<file path="config.mk">
export PLATFORM = sky130hd
export DESIGN_NAME = ext_intr_gen
export DESIGN_NICKNAME = d
export VERILOG_FILES = /design/src/rtl/ext_intr_gen_pkg.sv /design/src/rtl/ext_intr_gen_ch.sv /design/src/rtl/ext_intr_gen.sv
export SDC_FILE = /design/constraint.sdc
export NUM_CORES = 1
export LEC_CHECK = 0
export ABC_AREA = 1
export CAP_MARGIN = 20
export CORE_MARGIN = 1
export CORE_UTILIZATION = 65
export CTS_BUF_LIST = sky130_fd_sc_hd__clkbuf_8
export DETAILED_ROUTE_END_ITERATION = 10
export PLACE_DENSITY = 0.85
export SLEW_MARGIN = 0
export SYNTH_ARGS = -nofsm -noshare
export SYNTH_HDL_FRONTEND = slang
export SYNTH_SLANG_ARGS = --single-unit
</file>
<file path="constraint.sdc">
create_clock -name clk_i -period 22.1 [get_ports clk_i]
set_input_delay 4.42 -clock clk_i [delete_from_list [all_inputs] [get_ports clk_i]]
set_output_delay 4.42 -clock clk_i [all_outputs]
set_load 0.01 [all_outputs]
</file>
<file path="src/rtl/ext_intr_gen_pkg.sv">
// ext_intr_gen_pkg: shared channel state encoding, LFSR constants and draw helpers
// for the external-interrupt stimulus generator.
package ext_intr_gen_pkg;

  typedef enum logic [1:0] {
    ST_IDLE   = 2'd0,
    ST_DELAY  = 2'd1,
    ST_ACTIVE = 2'd2
  } ch_state_e;

  localparam logic [31:0] LFSR_POLY   = 32'h80200003;
  localparam logic [31:0] SEED_SPREAD = 32'h9E3779B9;
  localparam int unsigned STAT_CNT_W  = 16;

  // One step of the 32-bit Galois LFSR (right shift, feedback mask on bit 0).
  function automatic logic [31:0] lfsr_step(input logic [31:0] v);
    return v[0] ? ((v >> 1) ^ LFSR_POLY) : (v >> 1);
  endfunction

  // Per-channel seed so channels loaded with one seed still diverge; never zero.
  function automatic logic [31:0] seed_spread(input logic [31:0] seed, input logic [31:0] idx);
    logic [31:0] v;
    v = seed ^ (idx * SEED_SPREAD);
    return (v == 32'd0) ? 32'd1 : v;
  endfunction

  // Counter load for a random interval: min + low span bits of r, minus one
  // because the counter expires on the edge where it already reads zero.
  function automatic logic [31:0] span_draw(input int unsigned min_v, input int unsigned span_log2,
                                            input logic [31:0] r);
    logic [31:0] mask;
    mask = (32'd1 << span_log2) - 32'd1;
    return min_v + (r & mask) - 32'd1;
  endfunction

endpackage

</file>
<file path="src/rtl/ext_intr_gen_ch.sv">
// ext_intr_gen_ch: one interrupt channel -- LFSR, down-counter and IDLE/DELAY/ACTIVE FSM.
module ext_intr_gen_ch #(
  parameter int unsigned CNT_W         = 16,
  parameter int unsigned MIN_DLY       = 100,
  parameter int unsigned DLY_SPAN_LOG2 = 9,
  parameter int unsigned MIN_ON        = 100,
  parameter int unsigned ON_SPAN_LOG2  = 8,
  parameter logic [31:0] CH_IDX        = 32'd0
) (
  input  logic        clk_i,
  input  logic        rst_i,
  input  logic        en_i,
  input  logic        start_i,
  input  logic [31:0] seed_i,
  input  logic        seed_load_i,
  input  logic        level_mode_i,
  input  logic        periodic_i,
  input  logic        intr_clr_i,
  output logic        ext_intr_o,
  output logic        busy_o
);
  import ext_intr_gen_pkg::*;

  localparam logic [31:0] LFSR_RST = 32'h1 ^ CH_IDX;

  ch_state_e        state_q;
  logic [CNT_W-1:0] cnt_q;
  logic [31:0]      lfsr_q, lfsr_d;
  logic             level_q, ext_intr_q;

  logic             cnt_zero, go_dly, go_act, act_end, draw;
  logic [31:0]      dly_full, on_full;
  logic [CNT_W-1:0] dly_cnt, on_cnt;

  // Both candidate counter loads come from the current LFSR value.
  assign dly_full = span_draw(MIN_DLY, DLY_SPAN_LOG2, lfsr_q);
  assign on_full  = span_draw(MIN_ON, ON_SPAN_LOG2, lfsr_q);
  assign dly_cnt  = dly_full[CNT_W-1:0];
  assign on_cnt   = on_full[CNT_W-1:0];

  assign cnt_zero = (cnt_q == '0);
  assign go_dly   = en_i && (state_q == ST_IDLE) && start_i;
  assign go_act   = en_i && (state_q == ST_DELAY) && cnt_zero;
  assign act_end  = en_i && (state_q == ST_ACTIVE) && (intr_clr_i || (!level_q && cnt_zero));
  // A draw happens only when a fresh interval is loaded.
  assign draw     = go_dly || (go_act && !level_mode_i) || (act_end && periodic_i);

  // LFSR next state: a seed load overrides a same-edge draw.
  always_comb begin
    lfsr_d = lfsr_q;
    if (seed_load_i)
      lfsr_d = seed_spread(seed_i, CH_IDX);
    else if (draw)
      lfsr_d = lfsr_step(lfsr_q);
  end

  // Channel FSM with registered interrupt output; en low parks the channel.
  always_ff @(posedge clk_i or posedge rst_i) begin
    if (rst_i) begin
      state_q    <= ST_IDLE;
      cnt_q      <= '0;
      lfsr_q     <= LFSR_RST;
      level_q    <= 1'b0;
      ext_intr_q <= 1'b0;
    end else begin
      lfsr_q <= lfsr_d;
      if (!en_i) begin
        state_q    <= ST_IDLE;
        cnt_q      <= '0;
        level_q    <= 1'b0;
        ext_intr_q <= 1'b0;
      end else begin
        case (state_q)
          ST_IDLE: begin
            if (go_dly) begin
              state_q <= ST_DELAY;
              cnt_q   <= dly_cnt;
            end
          end
          ST_DELAY: begin
            if (go_act) begin
              state_q    <= ST_ACTIVE;
              ext_intr_q <= 1'b1;
              level_q    <= level_mode_i;
              cnt_q      <= level_mode_i ? '0 : on_cnt;
            end else begin
              cnt_q <= cnt_q - 1'b1;
            end
          end
          ST_ACTIVE: begin
            if (act_end) begin
              ext_intr_q <= 1'b0;
              if (periodic_i) begin
                state_q <= ST_DELAY;
                cnt_q   <= dly_cnt;
              end else begin
                state_q <= ST_IDLE;
                cnt_q   <= '0;
              end
            end else if (!level_q) begin
              cnt_q <= cnt_q - 1'b1;
            end
          end
          default: begin
            state_q    <= ST_IDLE;
            cnt_q      <= '0;
            ext_intr_q <= 1'b0;
          end
        endcase
      end
    end
  end

  assign ext_intr_o = ext_intr_q;
  assign busy_o     = (state_q != ST_IDLE);

endmodule

</file>
<file path="src/rtl/ext_intr_gen.sv">
// ext_intr_gen: multi-channel pseudo-random external-interrupt stimulus generator.
// Define EXT_INTR_GEN_STAT_EN to add per-channel assertion count and longest-active stats.
module ext_intr_gen #(
  parameter int unsigned NUM_CH        = 4,
  parameter int unsigned CNT_W         = 16,
  parameter int unsigned MIN_DLY       = 100,
  parameter int unsigned DLY_SPAN_LOG2 = 9,
  parameter int unsigned MIN_ON        = 100,
  parameter int unsigned ON_SPAN_LOG2  = 8
) (
  input  logic              clk_i,
  input  logic              rst_i,
  input  logic              en_i,
  input  logic [NUM_CH-1:0] start_i,
  input  logic [31:0]       seed_i,
  input  logic              seed_load_i,
  input  logic [NUM_CH-1:0] level_mode_i,
  input  logic [NUM_CH-1:0] periodic_i,
  input  logic [NUM_CH-1:0] intr_clr_i,
  output logic [NUM_CH-1:0] ext_intr_o,
  output logic              busy_o
`ifdef EXT_INTR_GEN_STAT_EN
  ,
  output logic [NUM_CH*16-1:0]    assert_cnt_o,
  output logic [NUM_CH*CNT_W-1:0] max_lat_o
`endif
);
  import ext_intr_gen_pkg::*;

  // Elaboration-time parameter sanity.
  if (NUM_CH < 1 || NUM_CH > 16) begin : g_bad_nch
    $error("ext_intr_gen: NUM_CH must be 1..16");
  end
  if (MIN_DLY < 1 || MIN_ON < 1) begin : g_bad_min
    $error("ext_intr_gen: MIN_DLY and MIN_ON must be >= 1");
  end
  if ((64'(MIN_DLY) + (64'd1 << DLY_SPAN_LOG2) - 64'd1) >= (64'd1 << CNT_W)) begin : g_bad_dly
    $error("ext_intr_gen: delay range does not fit CNT_W");
  end
  if ((64'(MIN_ON) + (64'd1 << ON_SPAN_LOG2) - 64'd1) >= (64'd1 << CNT_W)) begin : g_bad_on
    $error("ext_intr_gen: width range does not fit CNT_W");
  end

  logic [NUM_CH-1:0] ch_busy;

  for (genvar c = 0; c < NUM_CH; c++) begin : g_ch
    ext_intr_gen_ch #(
      .CNT_W        (CNT_W),
      .MIN_DLY      (MIN_DLY),
      .DLY_SPAN_LOG2(DLY_SPAN_LOG2),
      .MIN_ON       (MIN_ON),
      .ON_SPAN_LOG2 (ON_SPAN_LOG2),
      .CH_IDX       (32'(c))
    ) u_ch (
      .clk_i       (clk_i),
      .rst_i       (rst_i),
      .en_i        (en_i),
      .start_i     (start_i[c]),
      .seed_i      (seed_i),
      .seed_load_i (seed_load_i),
      .level_mode_i(level_mode_i[c]),
      .periodic_i  (periodic_i[c]),
      .intr_clr_i  (intr_clr_i[c]),
      .ext_intr_o  (ext_intr_o[c]),
      .busy_o      (ch_busy[c])
    );
  end

  assign busy_o = |ch_busy;

`ifdef EXT_INTR_GEN_STAT_EN
  logic [NUM_CH-1:0]                 intr_prev_q;
  logic [NUM_CH-1:0][STAT_CNT_W-1:0] acnt_q;
  logic [NUM_CH-1:0][CNT_W-1:0]      run_q, max_q;

  // Rising-edge counts and running/longest high time per channel; saturating.
  always_ff @(posedge clk_i or posedge rst_i) begin
    if (rst_i) begin
      intr_prev_q <= '0;
      acnt_q      <= '0;
      run_q       <= '0;
      max_q       <= '0;
    end else begin
      intr_prev_q <= ext_intr_o;
      for (int c = 0; c < NUM_CH; c++) begin
        if (ext_intr_o[c] && !intr_prev_q[c] && (acnt_q[c] != '1))
          acnt_q[c] <= acnt_q[c] + 1'b1;
        if (ext_intr_o[c]) begin
          if (run_q[c] != '1) begin
            run_q[c] <= run_q[c] + 1'b1;
            if ((run_q[c] + 1'b1) > max_q[c])
              max_q[c] <= run_q[c] + 1'b1;
          end
        end else begin
          run_q[c] <= '0;
        end
      end
    end
  end

  assign assert_cnt_o = acnt_q;
  assign max_lat_o    = max_q;
`endif

endmodule

</file>
==> results of run 1 <==
-- layer usage --
layer,GRT usage,up-vias,wire (um),part of all wire
met2,0.525,404,14900,0.47
met5,0,-,0,0
met3,0.0467,78,1910,0.060
met4,0.139,0,1060,0.033
met1,0.423,5698,14100,0.44
li1,-,6059,-,-
-- state kept, by name, summed over array words and instances (netlist names) --
signal and flops:
g_ch.u_ch.lfsr_q 128, g_ch.u_ch.state_q 8, g_ch.u_ch.level_q 4, g_ch.u_ch.cnt_q 64, g_ch.u_ch.ext_intr_o 4
-- where the power goes --
group          internal, W  total (W)  switching, W  leakage (nW)
sequential        0.000491   0.000583     0.0000923          2.66
clock             0.000187   0.000350      0.000162         0.425
combinational     0.000268   0.000755      0.000487          4.42
-- stage by stage --
stage | std cells | utilization | cell area (um^2) | hold slack, ns
finish | 2214 | 0.737 | 14400 | 0.467
global route | 2214 | 0.737 | 14400 | 0.491
CTS | 2213 | 0.736 | 14400 | 0.472
detailed placement | 2147 | 0.699 | 13700 | 0.459
global placement | 2147 | 0.699 | 13700 | 0.451
floorplan | 1882 | - | 13100 | 0.437
-- synth_stat cells (7+ instances only) --
cell	number
nand2_1	668
inv_1	209
o21ai_0	139
nand4_1	30
dfrtp_1	204
buf_4	19
xnor2_1	24
nand3_2	7
or2_2	7
inv_2	11
nor3_1	19
nor2_1	143
nand3_1	101
buf_2	19
xor2_1	45
o21ai_1	87
a21oi_1	25
nand2_2	10
clkbuf_1	17
ha_1	16
nor4_1	9
nor2_4	8
nand3b_1	12
-- final timing paths --
path / end / slack, ns / depth (start not counted)
min in group asynchronous: g_ch[3].u_ch.lfsr_q[20] / 4.44 / 2
worst max register to register: g_ch[2].u_ch.lfsr_q[29] / 19.32 / 11
max in group asynchronous: g_ch[2].u_ch.lfsr_q[1] / 16.29 / 4
worst min-delay path: g_ch[2].u_ch.ext_intr_o / 0.47 / 2
worst min register to register: g_ch[2].u_ch.ext_intr_o / 0.47 / 2
worst max-delay path: g_ch[2].u_ch.lfsr_q[29] / 15.20 / 11
-- cells by family (layout without fill, tap and decap cells) --
| kind of cell | Yosys count | after routing |
|---|---|---|
| AOI/OAI and AO/OA | 276 | 276 |
| DFF | 208 | 208 |
| buffers and inverters | 282 | 349 |
| adders and majority gates | 16 | 16 |
| xor gates and xnor gates | 69 | 69 |
| and+or+nand+nor | 1031 | 1031 |
-- cell type report --
cell class                      count  area [um^2]
Clock buffer                       46          633
Clock inverter                     20         83.8
Fill cell                        1567         5150
Tap cell                          265          332
Inverter                          221          837
Timing Repair Buffer               62          623
Sequential cell                   208         5210
Multi-Input combinational cell   1392         6720
-- critical path: stages --
cell             delay [ns]
clkdlybuf4s50_1        0.40
buf_4                  0.20
inv_2                  0.35
nor2_1                 0.18
nand3_2                0.14
nor2_1                 0.05
a21oi_1                0.14
nand3_2                0.54
inv_2                  0.68
nand2_1                0.10
o21ai_1                0.11
==> metrics.yaml, run 1 <==
dpl_worst_slack_ns: 14.70
fmax_mhz: 145
yosys.area_share.simple: 0.336
ys_warn_count: 0
grt_pass1_vias: 11483
holdCritStartpoint: "g_ch[2].u_ch.ext_intr_o"
wire_per_inst_um: 14.4
worst_pin_slew_ns: 1.09
synth_top_family_by_area: "simple AND/OR/NAND/NOR gates"
ir_drop_v: 0.0000579
synth_top_area_share: 0.389
required_ns: 22.55
maxCapViolCount: 0
grt_pass1_wl_um: 53200
final-setup-viol-count: 0
hpwl_um: 21900
critPathArrivalTime_ns: 7.35
power.total_w: 0.00169
overflow: 0
insertion_delay_ns: 0.54
vias: 12239
synthCells: 1882
min_path_type: "flip-flop to flip-flop"
synth_fp_nets: 1950
async_flop_share: 1.00
fin_crit_ns: 6.90
relSlewSlack: 0.277
ant_nets: 0
die_x_um: 144
areaGrowthSynthToFinish_pct: 10.1
synthTopCellsByArea: "dfrtp_1 39%, nand2_1 19%, inv_1 6.0%"
post_cts_resized: 0
p_leak_nw: 7.50
wirelength_um: 32000
finalNetCount: 1990
power.density_mw_per_mm2: 117
rows: 51
io_pins: 57
final_cell_mix: "668 x nand2_1, 225 x inv_1, 204 x dfrtp_1"
hold_violations: 0
maxSlewViolCount: 0
status: "complete, no violations"
drt-initial-drc-count: 912
cp-startpoint: "en_i"
synth_area_mm2: 0.0131
track_usage: 0.320
setup_slack_ns: 15.20
antenna_found_initial: 0
skew_ns: 0.0242
core_mm2: 0.0196
worstSetupPathType: "input port to flip-flop"
postCtsSetupBuffers: 0
grt_max_degree: 129
yosys.area_share.adder: 0.0153
start_util: 0.669
endpoint_kind: "flip-flop"
synth-edff-count: 0
r2r_start: "g_ch[2].u_ch.cnt_q[0]"
clock-sinks: 208
cts.htree.levels: 2
clk_pin_slew_worst_paths_ns: 0.06
ys_seq_area_frac: 0.397
syn_avg_cell_area_um2: 6.97
layout-drive-gt1-share: 0.0646
die_area_mm2: 0.0207
min_period_over_period: 0.312
cp_max_fo: 33
synthMuxAreaShare: 0
setup_tns_ns: 0
grt_setup_unrepaired: "false"
n_antenna_cell: 0
synth_ff_type: "dfrtp_1"
cts_tree: "built"
drc: 0
synth_compound_area_frac: 0.115
final_common_cell: "nand2_1"
synth-xor-area-share: 0.0461
cts-root-buf: "clkbuf_8"
die_h_um: 144
dr.pass1.iters: 6
synth_seq_cells: 208
gp_congestion: 0.909
cts_buffers: 37
port_buffers: 56
ctsHoldBuffers: 0
via_per_inst: 5.53
clk_path_buf_depth: 3
start_kind: "input port"
synth.distinct_cells: 42
yosys.area.top_type: "dfrtp_1"
Note: power is estimated with default switching activity, not from simulation.
==> run 2, diff against run 1 <==
--- a/config.mk
+++ b/config.mk
@@ -8,10 +8,10 @@
 export ABC_AREA = 1
 export CAP_MARGIN = 20
 export CORE_MARGIN = 1
-export CORE_UTILIZATION = 65
+export CORE_UTILIZATION = 57
 export CTS_BUF_LIST = sky130_fd_sc_hd__clkbuf_8
 export DETAILED_ROUTE_END_ITERATION = 10
-export PLACE_DENSITY = 0.85
+export PLACE_DENSITY = 0.79
 export SLEW_MARGIN = 0
 export SYNTH_ARGS = -nofsm -noshare
 export SYNTH_HDL_FRONTEND = slang
==> constraint.sdc (replaced) <==
create_clock -name clk_i -period 5.9 [get_ports clk_i]
set_input_delay 1.18 -clock clk_i [delete_from_list [all_inputs] [get_ports clk_i]]
set_output_delay 1.18 -clock clk_i [all_outputs]
set_load 0.01 [all_outputs]
==> run 2 against run 1 <==
Against the previous run:
- worst setup slack got worse by 13 ns
- design area increased by 0.76%
- critical path depth increased by 1
- first-iteration DRC count increased by 12%
- core utilization decreased by 9.2 points
- via count decreased by 1.3%
- global-route usage decreased by 4.4 points
- hold slack improved by 0.00072 ns
- critical endpoint is now g_ch[2].u_ch.lfsr_q[15]
- largest cell class unchanged
- highest routed layer unchanged
==> metrics.yaml, run 2 (synthesis gave the netlist of run 1 again) <==
status: "complete, no violations"
hpwl_um: 22000
hold_violations: 0
ir_drop_v: 0.000251
postCtsSetupBuffers: 0
via_per_inst: 5.39
setup_tns_ns: 0
die_h_um: 154
grt_setup_unrepaired: "false"
endpoint_kind: "flip-flop"
p_sw_frac: 0.433
rows: 55
n_antenna_cell: 0
power.share.clock: 0.217
track_usage: 0.276
r2r_start: "g_ch[2].u_ch.cnt_q[0]"
worst_pin_slew_ns: 1.12
regMostFlops: "g_ch.u_ch.lfsr_q"
gp_congestion: 1.02
ctsHoldBuffers: 0
cts-root-buf: "clkbuf_8"
skew_ns: 0.0291
holdCritStartpoint: "g_ch[2].u_ch.lfsr_q[23]"
wire_per_inst_um: 14.1
multi_input_area_mm2: 0.00672
insertion_delay_ns: 0.54
largest_register_ff_count: 128
grt_pass1_wl_um: 53800
final-setup-viol-count: 0
overflow: 0
setup_slack_ns: 2.45
dr.pass1.iters: 6
drc: 0
clock-sinks: 208
fin_area_mm2: 0.0146
die_area_mm2: 0.0236
min_path_type: "flip-flop to flip-flop"
cp_cell_sequence: "clkdlybuf4s50_1 > buf_4 > inv_2 > nor2_1 > nand3_2 > nor2_1 > a21oi_1 > nand3_2 > buf_4 > inv_2 > nand2_1 > o21ai_1"
fmax_mhz: 289
areaGrowthSynthToFinish_pct: 10.9
worstSetupPathType: "input port to flip-flop"
slowest_delay_ns: 0.47
start_util: 0.581
layout-drive-gt1-share: 0.0675
p_comb_frac: 0.441
cts_tree: "built"
slowest_stage: "inv_2"
critPathArrivalTime_ns: 3.91
clk_path_buf_depth: 3
p_int_w: 0.00361
finalNetCount: 1993
maxSlewViolCount: 0
start_kind: "input port"
p_leak_nw: 7.55
fin_crit_ns: 3.45
vias: 12078
grt_pass1_vias: 11287
min_period_over_period: 0.586
top_regs: "g_ch.u_ch.lfsr_q: 128 flops, g_ch.u_ch.cnt_q: 64 flops, g_ch.u_ch.state_q: 8 flops"
antenna_found_initial: 0
clk_pin_slew_worst_paths_ns: 0.06
core_mm2: 0.0226
regArea_mm2: 0.00521
port_buffers: 56
relSlewSlack: 0.256
power.switching_w: 0.00276
fillers: 2015
placed_cell_area_mm2: 0.0138
ant_nets: 0
grt_max_degree: 125
wirelength_um: 31600
power_frac_seq: 0.341
required_ns: 6.36
final_common_cell: "nand2_1"
io_pins: 57
final_cell_mix: "668 x nand2_1, 225 x inv_1, 204 x dfrtp_1"
power.density_mw_per_mm2: 438
die_x_um: 154
cts.htree.levels: 2
post_cts_resized: 0
cts_buffers: 38
drt-initial-drc-count: 1017
maxCapViolCount: 0
cp-startpoint: "en_i"
cp_max_fo: 32
dpl_worst_slack_ns: 1.94
-- run 2: cell type report --
class                   count  share of cell area
multi-input cells        1392               0.462
flip-flops and latches    208               0.358
inverters                 221              0.0573
repair buffers             64              0.0451
clock buffers              47              0.0445
well taps                 285              0.0245
clock inverters            23             0.00869
-- run 2: through the flow --
| step | hold WS [ns] | instances | power [W] | util |
|---|---|---|---|---|
| detailed placement | 0.453 | 2169 | 0.00497 | 0.609 |
| global placement | 0.451 | 2169 | 0.00489 | 0.609 |
| CTS | 0.468 | 2239 | 0.00640 | 0.644 |
| finish | 0.468 | 2240 | 0.00637 | 0.645 |
| floorplan | 0.437 | 1882 | 0.00439 | - |
| global route | 0.489 | 2240 | 0.00694 | 0.645 |
-- run 2: power groups by stage --
stage	Combinational (W)	Sequential (W)	Clock, W
detailed placement	0.00279	0.00219	0
global placement	0.00272	0.00217	0
CTS	0.00281	0.00217	0.00142
global route	0.00324	0.00223	0.00148
finish	0.00281	0.00218	0.00138
floorplan	0.00228	0.00211	0
-- run 2: critical path: cells and delay by family --
kind,cells,cell delay [ns]
buffers and inverters,5,1.72
AND/OR/NAND/NOR,5,0.73
AO/OA/AOI/OAI,2,0.26
-- run 2: per-layer routing --
| metal | part of all wire | track usage | up-vias |
|---|---|---|---|
| met5 | 0 | 0 | - |
| met4 | 0.022 | 0.0919 | 0 |
| met3 | 0.063 | 0.0423 | 56 |
| met2 | 0.46 | 0.441 | 380 |
| met1 | 0.46 | 0.383 | 5587 |
| li1 | - | - | 6055 |
-- run 2: final timing paths --
kind	endpoint	slack, ns	depth (start not counted)
max	g_ch[2].u_ch.lfsr_q[15]	2.45	12
min	g_ch[2].u_ch.lfsr_q[23]	0.47	2
max reg2reg	g_ch[2].u_ch.lfsr_q[9]	3.27	12
min reg2reg	g_ch[2].u_ch.lfsr_q[23]	0.47	2
max in group asynchronous	g_ch[1].u_ch.cnt_q[11]	3.86	3
min in group asynchronous	g_ch[3].u_ch.lfsr_q[15]	1.09	2
